File: src/rtl/dat_frame_writer.sv
`timescale 1ns/1ps
`default_nettype none
// ============================================================================
//  Module   : dat_frame_writer
//  Purpose  : Sink-side framer for .dat file dumping. Buffers a DUT sample
//             stream in a FIFO, groups samples into frames and emits each
//             frame as one header word followed by its data words on a
//             valid/ready output. A flush pulse closes a partial frame.
//  Revision : 1.0 - initial release
// ----------------------------------------------------------------------------
//  Ports
//    i_clk        in   1        single clock, rising edge
//    i_rst        in   1        asynchronous reset, active-high
//    s_data       in   DATA_WD  input sample
//    s_valid      in   1        sample valid
//    s_ready      out  1        sample accepted when s_valid && s_ready
//    i_flush      in   1        1-cycle pulse: close current partial frame
//    m_data       out  32       header {A55A, frame_idx} or zero-ext sample
//    m_valid      out  1        output word valid
//    m_ready      in   1        consumer ready
//    m_hdr        out  1        m_data is a header word
//    m_last       out  1        m_data is the final data word of its frame
//    o_frame_cnt  out  16       completed frames (wraps)
//    o_level      out  AW+1     FIFO occupancy
// ============================================================================
module dat_frame_writer #(
  parameter int DATA_WD    = 16,
  parameter int FRAME_LEN  = 8,
  parameter int FIFO_DEPTH = 16
) (
  input  logic                          i_clk,
  input  logic                          i_rst,
  input  logic [DATA_WD-1:0]            s_data,
  input  logic                          s_valid,
  output logic                          s_ready,
  input  logic                          i_flush,
  output logic [31:0]                   m_data,
  output logic                          m_valid,
  input  logic                          m_ready,
  output logic                          m_hdr,
  output logic                          m_last,
  output logic [15:0]                   o_frame_cnt,
  output logic [$clog2(FIFO_DEPTH):0]   o_level
);

  localparam int AW = $clog2(FIFO_DEPTH);
  localparam int CW = (FRAME_LEN > 1) ? $clog2(FRAME_LEN) : 1;
  localparam int EW = DATA_WD + 1;
  localparam logic [CW-1:0] C_LAST_IDX = CW'(FRAME_LEN - 1);
  localparam logic [AW:0]   C_DEPTH    = (AW + 1)'(FIFO_DEPTH);
  localparam logic [15:0]   C_HDR_TAG  = 16'hA55A;

  typedef enum logic [1:0] {
    ST_IDLE = 2'd0,
    ST_HDR  = 2'd1,
    ST_DATA = 2'd2
  } state_t;

  // FIFO storage: entry = {end_tag, sample}
  logic [EW-1:0]      mem_q [FIFO_DEPTH];
  logic [AW:0]        wr_ptr_q, wr_ptr_d;
  logic [AW:0]        rd_ptr_q, rd_ptr_d;
  logic [AW:0]        level;
  logic               full, empty;

  logic [CW-1:0]      in_cnt_q, in_cnt_d;
  logic               flush_pend_q, flush_pend_d;
  state_t             state_q, state_d;
  logic [15:0]        frame_idx_q, frame_idx_d;

  logic               accept, pad_wr, push, pop;
  logic [EW-1:0]      wr_entry;
  logic [EW-1:0]      head;
  logic               head_tag;
  logic [DATA_WD-1:0] head_sample;

  // Pointers carry one extra wrap bit so full and empty are distinguishable.
  assign level   = wr_ptr_q - rd_ptr_q;
  assign full    = (level == C_DEPTH);
  assign empty   = (level == '0);

  // A pending flush blocks new samples until its pad entry has been written,
  // so the pad always lands directly behind the partial frame it closes.
  assign s_ready = !i_rst && !full && !flush_pend_q;
  assign accept  = s_valid && s_ready;
  assign pad_wr  = flush_pend_q && !full;
  assign push    = accept || pad_wr;

  assign head        = mem_q[rd_ptr_q[AW-1:0]];
  assign head_tag    = head[DATA_WD];
  assign head_sample = head[DATA_WD-1:0];

  // --------------------------------------------------------------------------
  // Input side: frame counting, end tagging and flush handling
  // --------------------------------------------------------------------------
  always_comb begin
    in_cnt_d     = in_cnt_q;
    flush_pend_d = flush_pend_q;
    wr_entry     = {1'b0, s_data};
    if (accept) begin
      if ((in_cnt_q == C_LAST_IDX) || i_flush) begin
        wr_entry = {1'b1, s_data};
        in_cnt_d = '0;
      end else begin
        in_cnt_d = in_cnt_q + CW'(1);
      end
    end else if (pad_wr) begin
      // Zero pad entry closes the partial frame.
      wr_entry     = {1'b1, {DATA_WD{1'b0}}};
      in_cnt_d     = '0;
      flush_pend_d = 1'b0;
    end else if (i_flush && !flush_pend_q && (in_cnt_q != '0)) begin
      flush_pend_d = 1'b1;
    end
  end

  assign wr_ptr_d = push ? (wr_ptr_q + (AW + 1)'(1)) : wr_ptr_q;
  assign rd_ptr_d = pop  ? (rd_ptr_q + (AW + 1)'(1)) : rd_ptr_q;

  // --------------------------------------------------------------------------
  // Output side: words are decoded from registered state and the FIFO head
  // only, so m_ready never reaches m_valid/m_data combinationally.
  // --------------------------------------------------------------------------
  always_comb begin
    m_valid = 1'b0;
    m_hdr   = 1'b0;
    m_last  = 1'b0;
    m_data  = '0;
    case (state_q)
      ST_HDR: begin
        m_valid = 1'b1;
        m_hdr   = 1'b1;
        m_data  = {C_HDR_TAG, frame_idx_q};
      end
      ST_DATA: begin
        m_valid = !empty;
        m_last  = !empty && head_tag;
        m_data  = empty ? 32'd0 : 32'(head_sample);
      end
      default: ;
    endcase
  end

  assign pop = (state_q == ST_DATA) && !empty && m_ready;

  always_comb begin
    state_d     = state_q;
    frame_idx_d = frame_idx_q;
    case (state_q)
      ST_IDLE: if (!empty) state_d = ST_HDR;
      ST_HDR:  if (m_ready) state_d = ST_DATA;
      ST_DATA: begin
        if (pop && head_tag) begin
          state_d     = ST_IDLE;
          frame_idx_d = frame_idx_q + 16'd1;
        end
      end
      default: state_d = ST_IDLE;
    endcase
  end

  always_ff @(posedge i_clk or posedge i_rst) begin
    if (i_rst) begin
      wr_ptr_q     <= '0;
      rd_ptr_q     <= '0;
      in_cnt_q     <= '0;
      flush_pend_q <= 1'b0;
      state_q      <= ST_IDLE;
      frame_idx_q  <= '0;
    end else begin
      wr_ptr_q     <= wr_ptr_d;
      rd_ptr_q     <= rd_ptr_d;
      in_cnt_q     <= in_cnt_d;
      flush_pend_q <= flush_pend_d;
      state_q      <= state_d;
      frame_idx_q  <= frame_idx_d;
    end
  end

  // Storage needs no reset: occupancy is tracked by the pointers alone.
  always_ff @(posedge i_clk) begin
    if (push) begin
      mem_q[wr_ptr_q[AW-1:0]] <= wr_entry;
    end
  end

  // Every popped end tag completes a frame, so the header index doubles as
  // the completed-frame counter.
  assign o_frame_cnt = frame_idx_q;
  assign o_level     = level;

endmodule
`default_nettype wire

File: config.mk
export PLATFORM = sky130hd
export DESIGN_NAME = dat_frame_writer
export DESIGN_NICKNAME = d
export VERILOG_FILES = /design/src/rtl/dat_frame_writer.sv
export SDC_FILE = /design/constraint.sdc
export NUM_CORES = 1
export LEC_CHECK = 0
export ABC_AREA = 1
export BUFFER_PORTS_ARGS = -buffer_cell sky130_fd_sc_hd__clkbuf_2
export CAP_MARGIN = 20
export CORE_ASPECT_RATIO = 1.75
export CORE_MARGIN = 3
export CORE_UTILIZATION = 55
export DETAILED_ROUTE_END_ITERATION = 8
export PLACE_DENSITY = 0.73
export SYNTH_ARGS = -nofsm -noshare
export SYNTH_HDL_FRONTEND = slang
export SYNTH_SLANG_ARGS = --single-unit
File: constraint.sdc
create_clock -name i_clk -period 6.5 [get_ports i_clk]
set_clock_uncertainty 0.1 [all_clocks]
set_input_delay 0.975 -clock i_clk [delete_from_list [all_inputs] [get_ports i_clk]]
set_output_delay 0.975 -clock i_clk [all_outputs]
set_load 0.005 [all_outputs]
Word level (Yosys, flattened, before mapping)
Memories as Yosys holds them, arrays and structs flattened.
Index checks and enable logic that the tools add are counted.
{"block": "classes", "addsub": 5, "mul": 0, "div_mod_pow": 0, "magnitude_cmp": 0, "eq_ne": 7, "shifts": 0, "n_mux": 19, "bitwise": 1, "n_reduce_logical": 24}
{"op": "one-hot mux 32 bit (2 select lines)", "count": 1}
{"op": "2-to-1 mux 17 bit", "count": 3}
{"op": "adder 16 x 1 -> 16 bit, second input constant", "count": 1}
{"op": "2-to-1 mux 16 bit", "count": 1}
{"op": "adder 5 x 1 -> 5 bit, second input constant", "count": 2}
{"op": "logical AND 1 bit", "count": 10}
{"op": "2-to-1 mux 3 bit", "count": 3}
{"op": "2-to-1 mux 1 bit", "count": 6}
{"op": "2-to-1 mux 2 bit", "count": 3}
{"op": "one-hot mux 2 bit (3 select lines)", "count": 1}
{"op": "equality test 5 bit, second input constant", "count": 1}
{"op": "zero test 5 bit", "count": 1}
{"op": "subtractor 5 bit", "count": 1}
{"op": "zero test 1 bit", "count": 4}
{"op": "inequality test 2 bit, second input constant", "count": 2}
{"op": "AND reduction 2 bit", "count": 2}
{"op": "nonzero test 2 bit", "count": 2}
{"op": "adder 3 x 1 -> 3 bit, second input constant", "count": 1}
{"op": "equality test 3 bit, second input constant", "count": 1}
{"op": "AND reduction 3 bit", "count": 1}
{"op": "nonzero test 3 bit", "count": 1}
{"op": "equality test 2 x 1 -> 1 bit, second input constant", "count": 1}
{"op": "equality test 2 bit, second input constant", "count": 1}
{"op": "zero test 2 bit", "count": 1}
{"op": "4 further kinds", "count": 5}
{"block": "word_totals", "reg_bits": 32, "latch_bits": 0, "ram_bits": 272, "rom_bits": 0, "input_bits": 21, "output_inout_bits": 57, "mem_count": 1}
{"name": "mem_q", "words": 16, "word_bits": 17, "rd": 1, "rd_ports_with_merged_regs": 0, "wr": 1, "line_no": "60", "rtl": "logic [EW-1:0] mem_q [FIFO_DEPTH];"}

Logic depth before layout (Yosys ltp)
Gate-level depths: netlist (run 1).
{"block": "logic_depth", "depth_word": 9, "ltp_mapped": 16, "depth_no_buf": 14}

Worst setup path before layout (run 1)
OpenSTA, ideal clock, no wires.
{"block": "synth_timing", "path_kind": "input -> register", "from": "input port i_rst", "to": "memory mem_q[11][0] in the netlist's numbering, enable pin", "setup_time_ns": 0.390, "t_arrival_ns": 3.008, "t_required_ns": 6.010, "slack_ns": 3.001, "path_stages": 5, "n_path_buf": 0, "cell_sequence": "inv_1 -> nand4_1 -> nand2_2 -> nand3_1 -> nor2_1"}
{"block": "synth_between", "elab_chain_cells": 7}
{"element": "from (decl)", "line_no": "32", "rtl": "input logic i_rst,"}
{"element": "zero test 1 bit (no source line)"}
{"element": "logical AND 1 bit (2 in series)", "line_no": "84", "rtl": "assign s_ready = !i_rst && !full && !flush_pend_q;"}
{"element": "logical AND 1 bit", "line_no": "85", "rtl": "assign accept = s_valid && s_ready;"}
{"element": "logical OR 1 bit", "line_no": "87", "rtl": "assign push = accept || pad_wr;"}
{"element": "2-to-1 mux 1 bit", "line_no": "182", "rtl": "if (push) begin"}
{"element": "2-to-1 mux 1 bit (implied by the code)", "line_no": "183", "rtl": "mem_q[wr_ptr_q[AW-1:0]] <= wr_entry;"}
{"element": "to (decl)", "line_no": "60"}
Every way passes these cells.

Worst setup path after layout (run 1)
{"block": "layout_timing", "from": "register rd_ptr_q[0]", "to": "output port m_data[3]"}
{"block": "layout_between", "elab_chain_cells": 4, "word_cells_on_any_way": 5, "classes_between": "add/sub: 1; mux: 2; reduce/logical: 1; memory: 1"}
{"element": "from (decl)", "line_no": "62", "rtl": "logic [AW:0] rd_ptr_q, rd_ptr_d;"}
{"element": "from (signal assigned)", "line_no": "172", "rtl": "rd_ptr_q <= rd_ptr_d;"}
{"element": "subtractor 5 bit", "line_no": "78", "rtl": "assign level = wr_ptr_q - rd_ptr_q;"}
{"element": "zero test 5 bit", "line_no": "80", "rtl": "assign empty = (level == '0);"}
{"element": "2-to-1 mux 16 bit (*)", "line_no": "138", "rtl": "m_data = empty ? 32'd0 : 32'(head_sample);"}
{"element": "one-hot mux 32 bit (2 select lines) (*)", "line_no": "129", "rtl": "case (state_q)"}
{"element": "to (decl)", "line_no": "37", "rtl": "output logic [31:0] m_data,"}
Every way passes the cells marked *; elsewhere a longest branch is shown, timed or not.

==> results of run 1 <==
## routing by layer
| layer | GRT usage (%) | up-vias | wire [um] |
|---|---|---|---|
| li1 | - | 4091 | - |
| met1 | 32.12 | 4405 | 12240 |
| met2 | 47.40 | 446 | 18260 |
| met3 | 3.242 | 92 | 2256 |
| met4 | 13.73 | 0 | 1900 |
| met5 | 0 | - | 0 |
## power by group through the flow
stage	sequential (uW)	clock [uW]	combinational, uW
2_1_floorplan	2600	0	1730
3_3_place_gp	2700	0	2450
3_5_place_dp	2710	0	2500
4_1_cts	2670	1620	2520
5_1_grt	2690	1700	2780
6_report	2670	1610	2560
## kinds of logic (layout without fill, tap and decap cells)
group	after synthesis	in the layout	share of synthesized area [%]
XOR/XNOR	22	22	1.461
flip-flops	304	304	68.01
AO/OA/AOI/OAI	177	177	7.819
buffers and inverters	145	201	5.342
AND/OR/NAND/NOR	492	492	15.67
other	1	8	0.02844
adder cells (fa/ha/maj)	17	17	1.670
## worst max-delay path, stage by stage, from the launching register on
cell and delay [ns]:
dfrtp_4 0.76, ha_1 0.36, fa_1 0.41, xnor2_1 0.40
nor2_2 0.10, nand3_2 0.16, nand2_2 0.13, inv_2 0.26
nand4_1 0.18, a21oi_1 0.21, clkbuf_2 0.16
## sequential cells by signal, indices dropped and copies added, names as in the netlist
register / cells
mem_q: 272
o_frame_cnt: 16
rd_ptr_q: 5
wr_ptr_q: 5
in_cnt_q: 3
state_q: 2
flush_pend_q: 1
## through the flow
step	worst slack, ns	instances	utilization, %	instance area (um^2)	power [uW]
2_1_floorplan	3.001	1165	-	13210	4327
3_5_place_dp	2.269	1476	58.35	13670	5210
3_3_place_gp	2.269	1476	58.35	13670	5152
5_1_grt	1.632	1525	62.19	14570	7181
4_1_cts	1.700	1524	62.07	14540	6811
6_report	1.713	1525	62.19	14570	6836
## layout by cell type (no fill, tap or decap), drive strengths merged, types with 13 or more instances in the layout
master / Yosys / final
a22oi: 13 / 13
nand2: 304 / 304
nor2: 74 / 74
o21ai: 28 / 28
buf: 66 / 16
nand4: 15 / 15
dfrtp: 32 / 32
a22o: 25 / 25
inv: 67 / 68
xor2: 18 / 18
ha: 16 / 16
a21oi: 103 / 103
clkbuf: 11 / 104
edfxtp: 272 / 272
nand3: 91 / 91
## cell type report
type | count | area [um^2] | area share, %
clock buffer | 35 | 705.7 | 4.844
clock inverter | 13 | 165.2 | 1.134
inverter | 68 | 257.7 | 1.769
multi-input combinational | 716 | 3600 | 24.71
sequential | 304 | 8974 | 61.60
tap | 304 | 380.4 | 2.611
timing repair buffer | 85 | 485.5 | 3.332
## how the worst max path moves through the flow
stage	slack, ns	from	endpoint
global placement	2.27	rd_ptr_q[0]	m_data[1]
detailed placement	2.27	rd_ptr_q[0]	mem_q[9][8]
global route	1.63	rd_ptr_q[0]	m_data[3]
finish	1.71	rd_ptr_q[0]	m_data[3]
floorplan	3.00	i_rst	mem_q[11][0]
CTS	1.70	rd_ptr_q[0]	m_data[4]
==> flow_summary.json, run 1 <==
{
  "outcome": "finished clean",
  "rsz0062_at_grt": "no",
  "synthFlopType": "edfxtp_1",
  "swShare_pct": 39.31,
  "synth.top_cell.area_share_pct": 61.94,
  "pwr-share-comb_pct": 37.4,
  "totalWireLength_um": 34660,
  "core_area_mm2": 0.02343,
  "fp.dieW_um": 123.0,
  "finalHoldViolations": 0,
  "critPathRequiredTime_ns": 5.42,
  "synthToLayoutAreaGrowth_pct": 10.48,
  "ir_worst_vdd_v": 0.0003210,
  "num_vias": 9034,
  "ctsHoldBuffers": 0,
  "tns_ns": 0,
  "grt_pass1_vias": 8756,
  "die_h_um": 210.8,
  "synth_edf_count": 272,
  "ff2ff_path_depth": 9,
  "r2r_slack_ns": 2.21,
  "worst_pin_slew_ns": 1.093,
  "ys_warn_count": 0,
  "cp_data_arrival_time_ns": 3.71,
  "worstSkewPairLatency_ns": 0.54,
  "clockBufferDepth": 3,
  "seqPwrFrac_pct": 39.1,
  "gp_congestion": 0.9027,
  "switching_power_uw": 2687,
  "antenna_cells": 0,
  "yosysUniqueCellTypes": 37,
  "wire_per_inst_um": 22.73,
  "clock-sinks": 304,
  "p_clk_share_pct": 23.5,
  "grt_use_total_pct": 26.91,
  "finalHoldWorstSlack_ns": 0.4105,
  "synth-seq-cells": 304,
  "viasPerCell": 5.924,
  "min_period_ns": 4.787,
  "grt_pass1_wl_um": 51340,
  "initial_utilization_pct": 56.29,
  "antenna_left": 0,
  "fmax_ghz": 0.2089,
  "avgSynthCellArea_um2": 11.39,
  "antenna_found_initial": 0,
  "p_per_area_mw_per_mm2": 469.3,
  "async_reset_ff_share_pct": 10.53,
  "post_cts_buffers": 0,
  "start_kind": "flop",
  "hold_path.class": "flop to flop",
  "setup_violations": 0,
  "clkSlewWorstSetupHoldPaths_ns": 0.07,
  "cts_made_buffers": 26,
  "synth.most_common_cell": "nand2_1",
  "drive_gt1_share_pct": 13.60,
  "p_leak_uw": 0.005523,
  "cp_max_fo": 71,
  "synthTopCellsByCount": "nand2_1 (301), edfxtp_1 (272), a21oi_1 (103), nand3_1 (87), nor2_1 (71)",
  "reg2reg_to": "mem_q[12][6]",
  "cts_tree": "built",
  "min_from": "rd_ptr_q[3]",
  "drt_iter0_markers": 1001,
  "p_int_uw": 4149,
  "seq_area_frac_synth_pct": 68.01,
  "holdPathEnd": "rd_ptr_q[3]",
  "io_buffers": 69,
  "maxSlewHeadroom_pct": 27.02,
  "pin_count": 78,
  "syn_inst": 1158,
  "drtPass1Iterations": 6,
  "die_area_mm2": 0.02594,
  "crit_path_end_kind": "primary output",
  "rows": 74,
  "drv_cap": 0,
  "holdPathStages": 1,
  "worstSetupPathType": "flop to primary output",
  "post-route-drc-count": 0,
  "cts_resized": 0,
  "yosysTopAreaCell": "edfxtp_1",
  "synthTopCellsByArea": "edfxtp_1 (62%), nand2_1 (8.6%), dfrtp_1 (6.1%), a21oi_1 (3.9%), nand3_1 (3.3%)",
  "nets": 1239,
  "h-tree-depth": 1,
  "grt_remaining_overflow": 0,
  "fillers": 1792,
  "hpwl_um": 22080,
  "slew_viol_final": 0,
  "grt_max_degree": 108,
  "netlist_area_mm2": 0.01319,
  "post-route-period-util_pct": 73.64,
  "cts-root-buf": "clkbuf_16",
  "regToRegStartpoint": "rd_ptr_q[0]"
}
Power figures use the tool's default switching activity.
==> inputs of run 2 (changes only) <==
--- a/config.mk
+++ b/config.mk
@@ -5,14 +5,14 @@
 export SDC_FILE = /design/constraint.sdc
 export NUM_CORES = 1
 export LEC_CHECK = 0
-export ABC_AREA = 1
+export ABC_AREA = 0
 export BUFFER_PORTS_ARGS = -buffer_cell sky130_fd_sc_hd__clkbuf_2
 export CAP_MARGIN = 20
 export CORE_ASPECT_RATIO = 1.75
 export CORE_MARGIN = 3
 export CORE_UTILIZATION = 55
 export DETAILED_ROUTE_END_ITERATION = 8
-export PLACE_DENSITY = 0.73
+export PLACE_DENSITY = 0.76
 export SYNTH_ARGS = -nofsm -noshare
 export SYNTH_HDL_FRONTEND = slang
 export SYNTH_SLANG_ARGS = --single-unit
==> constraint.sdc (replaced) <==
create_clock -name i_clk -period 4.3 [get_ports i_clk]
set_clock_uncertainty 0.1 [all_clocks]
set_input_delay 0.645 -clock i_clk [delete_from_list [all_inputs] [get_ports i_clk]]
set_output_delay 0.645 -clock i_clk [all_outputs]
set_load 0.005 [all_outputs]
==> run 2 against run 1 <==
Net effect:
- first-iteration DRC count decreased by 40%
- clock power increased by 42%
- design area decreased by 1.8%
- critical endpoint is now m_data[1]
- largest power group unchanged
- highest routed layer unchanged
==> flow_summary.json, run 2 <==
{
  "outcome": "finished clean",
  "synth_edf_count": 272,
  "cts_resized": 0,
  "finalHoldViolations": 0,
  "drv_cap": 0,
  "core_area_mm2": 0.02283,
  "num_vias": 6413,
  "viasPerCell": 6.178,
  "yosysUniqueCellTypes": 57,
  "antenna_left": 0,
  "drt_iter0_markers": 596,
  "antenna_found_initial": 0,
  "gp_congestion": 0.8639,
  "hold_path.class": "primary input to asynchronous set/reset pin",
  "dpl.cell_count": 990,
  "die_h_um": 207.7,
  "finalHoldWorstSlack_ns": 0.1018,
  "swShare_pct": 32.59,
  "synthTopCellsByCount": "edfxtp_1 (272), mux4_2 (73), dfrtp_1 (32), buf_4 (20), and2_1 (18)",
  "pin_count": 78,
  "crit_chain": "inv_1 -> ha_1 -> fa_1 -> nand2b_1 -> a21oi_1 -> xor2_1 -> inv_2 -> nor3_4 -> nor2_4 -> a32o_1 -> clkbuf_2",
  "h-tree-depth": 1,
  "synth-seq-cells": 304,
  "min_period_ns": 4.043,
  "ir_worst_vdd_v": 0.0004289,
  "post-route-period-util_pct": 94.03,
  "wire_per_inst_um": 26.67,
  "synthToLayoutAreaGrowth_pct": 11.87,
  "grt_pass1_vias": 6850,
  "rows": 73,
  "clkSlewWorstSetupHoldPaths_ns": 0.07,
  "cts-root-buf": "clkbuf_16",
  "crit_path_end_kind": "primary output",
  "cp_max_fo": 17,
  "p_per_area_mw_per_mm2": 668.7,
  "layout_commonest_cell": "edfxtp_1",
  "post_cts_buffers": 0,
  "synthFlopType": "edfxtp_1",
  "clockBufferDepth": 3,
  "cpPeakStageDelay_ns": 0.41,
  "fmax_ghz": 0.2473,
  "slew_viol_final": 0,
  "rsz0062_at_grt": "no",
  "p_leak_uw": 0.005035,
  "netlist_area_mm2": 0.01279,
  "reg2reg_to": "mem_q[10][3]",
  "p_clk_share_pct": 24.0,
  "setup_violations": 0,
  "cp_data_arrival_time_ns": 3.30,
  "grt_max_degree": 72,
  "maxSlewHeadroom_pct": 39.62,
  "fp.dieW_um": 121.3,
  "drtPass1Iterations": 7,
  "seqPwrFrac_pct": 41.3,
  "syn_inst": 635,
  "avgSynthCellArea_um2": 20.14,
  "grt_remaining_overflow": 0,
  "pwr-share-comb_pct": 34.7,
  "hpwl_um": 17140,
  "tns_ns": 0,
  "slowest_stage": "fa_1",
  "largest_register_ffs": 272,
  "fin_cells": 1038,
  "ff2ff_path_depth": 9,
  "worstSetupPathType": "flop to primary output",
  "fin_area_mm2": 0.01430,
  "yosysTopAreaCell": "edfxtp_1",
  "grt_use_total_pct": 22.71,
  "drive_gt1_share_pct": 30.35,
  "async_reset_ff_share_pct": 10.53,
  "worstSkewPairLatency_ns": 0.54,
  "nets": 756,
  "regToRegStartpoint": "wr_ptr_q[0]",
  "cts_tree": "built",
  "post-route-drc-count": 0,
  "io_buffers": 69,
  "start_kind": "flop",
  "antenna_cells": 0,
  "synth.top_cell.area_share_pct": 63.88,
  "grt_pass1_wl_um": 42230,
  "synthTopCellsByArea": "edfxtp_1 (64%), mux4_2 (13%), dfrtp_1 (6.3%), mux4_1 (2.3%), ha_1 (1.6%)",
  "ctsHoldBuffers": 0,
  "seq_area_frac_synth_pct": 70.14,
  "r2r_slack_ns": 0.73,
  "p_int_uw": 6447,
  "cts_made_buffers": 26,
  "final_cell_mix": "edfxtp_1 (272), mux4_2 (73), clkbuf_2 (69), dfrtp_1 (30), clkbuf_16 (27)",
  "initial_utilization_pct": 55.99,
  "totalWireLength_um": 27680,
  "worst_pin_slew_ns": 0.9024,
  "critPathRequiredTime_ns": 3.56,
  "ys_warn_count": 0,
  "place_area_mm2": 0.01346,
  "synth.most_common_cell": "edfxtp_1",
  "clock-sinks": 304,
  "switching_power_uw": 3118,
  "die_area_mm2": 0.02518
}
==> run 2: changes by cell type after synthesis, sizes merged, moves of 16 or more <==
cell,delta
nand2,-293
a21oi,-98
mux4,+84
nand3,-84
nor2,-62
inv,-49
buf,-29
o21ai,-24
a22o,-23
and2,+18
a32o,+17
and3,+16
==> run 2: metrics by stage <==
step / total power [uW] / utilization [%] / setup WS, ns
2_1_floorplan: 6452 / - / 0.4243
3_3_place_gp: 7189 / 58.94 / 0.8744
3_5_place_dp: 7328 / 58.94 / 0.7901
4_1_cts: 9624 / 62.64 / 0.2379
5_1_grt: 10010 / 62.64 / 0.07201
6_report: 9565 / 62.64 / 0.2568
==> run 2: power by group through the flow <==
stage | logic (uW) | registers [uW] | clock network (uW)
final | 3320 | 3950 | 2290
after global routing | 3580 | 3980 | 2440
after CTS | 3340 | 3950 | 2330
after detailed placement | 3320 | 4010 | 0
after global placement | 3210 | 3980 | 0
after floorplan | 2540 | 3910 | 0
==> run 2: metal layers <==
layer / global-route usage, % / wire [um] / vias to the layer above
met5: 0 / 0 / -
met4: 9.710 / 1161 / 0
met3: 2.399 / 1510 / 71
met2: 41.03 / 15140 / 279
met1: 27.45 / 9874 / 3321
li1: - / - / 2742
==> run 2: logic make-up after synthesis <==
family,Yosys count,synth area share (%)
flops,304,70.14
simple gates,97,4.492
mux,90,15.63
buf+inv,63,3.581
compound gates,36,2.495
xor+xnor,27,1.908
fa+ha+maj,17,1.722
other cells,1,0.02933
==> run 2: cell type report <==
cell class              instances  area, um^2
inverters                      18       67.56
well taps                     300       375.4
repair buffers                 93       650.6
clock buffers                  29       683.2
flip-flops and latches        304        8974
fillers                      1517        8531
multi-input cells             275        3391
clock inverters                19       162.7
==> run 2: critical path, delay by kind of cell (launching register included) <==
family                     cells  cell delay [ns]
and+or+nand+nor                3             0.57
DFF                            1             0.40
xor gates and xnor gates       1             0.30
AOI/OAI and AO/OA              2             0.46
adders and majority gates      2             0.65
buffers and inverters          3             0.38
==> run 2: worst max-delay path by stage <==
stage	depth (start not counted)	slack, ns	to	startpoint
after global routing	11	0.07	m_data[11]	wr_ptr_q[0]
after floorplan	10	0.42	mem_q[3][0]	wr_ptr_q[0]
final	11	0.26	m_data[1]	wr_ptr_q[0]
after global placement	5	0.87	m_data[4]	rd_ptr_q[1]
after CTS	5	0.24	m_data[12]	rd_ptr_q[1]
after detailed placement	9	0.79	mem_q[10][12]	wr_ptr_q[0]
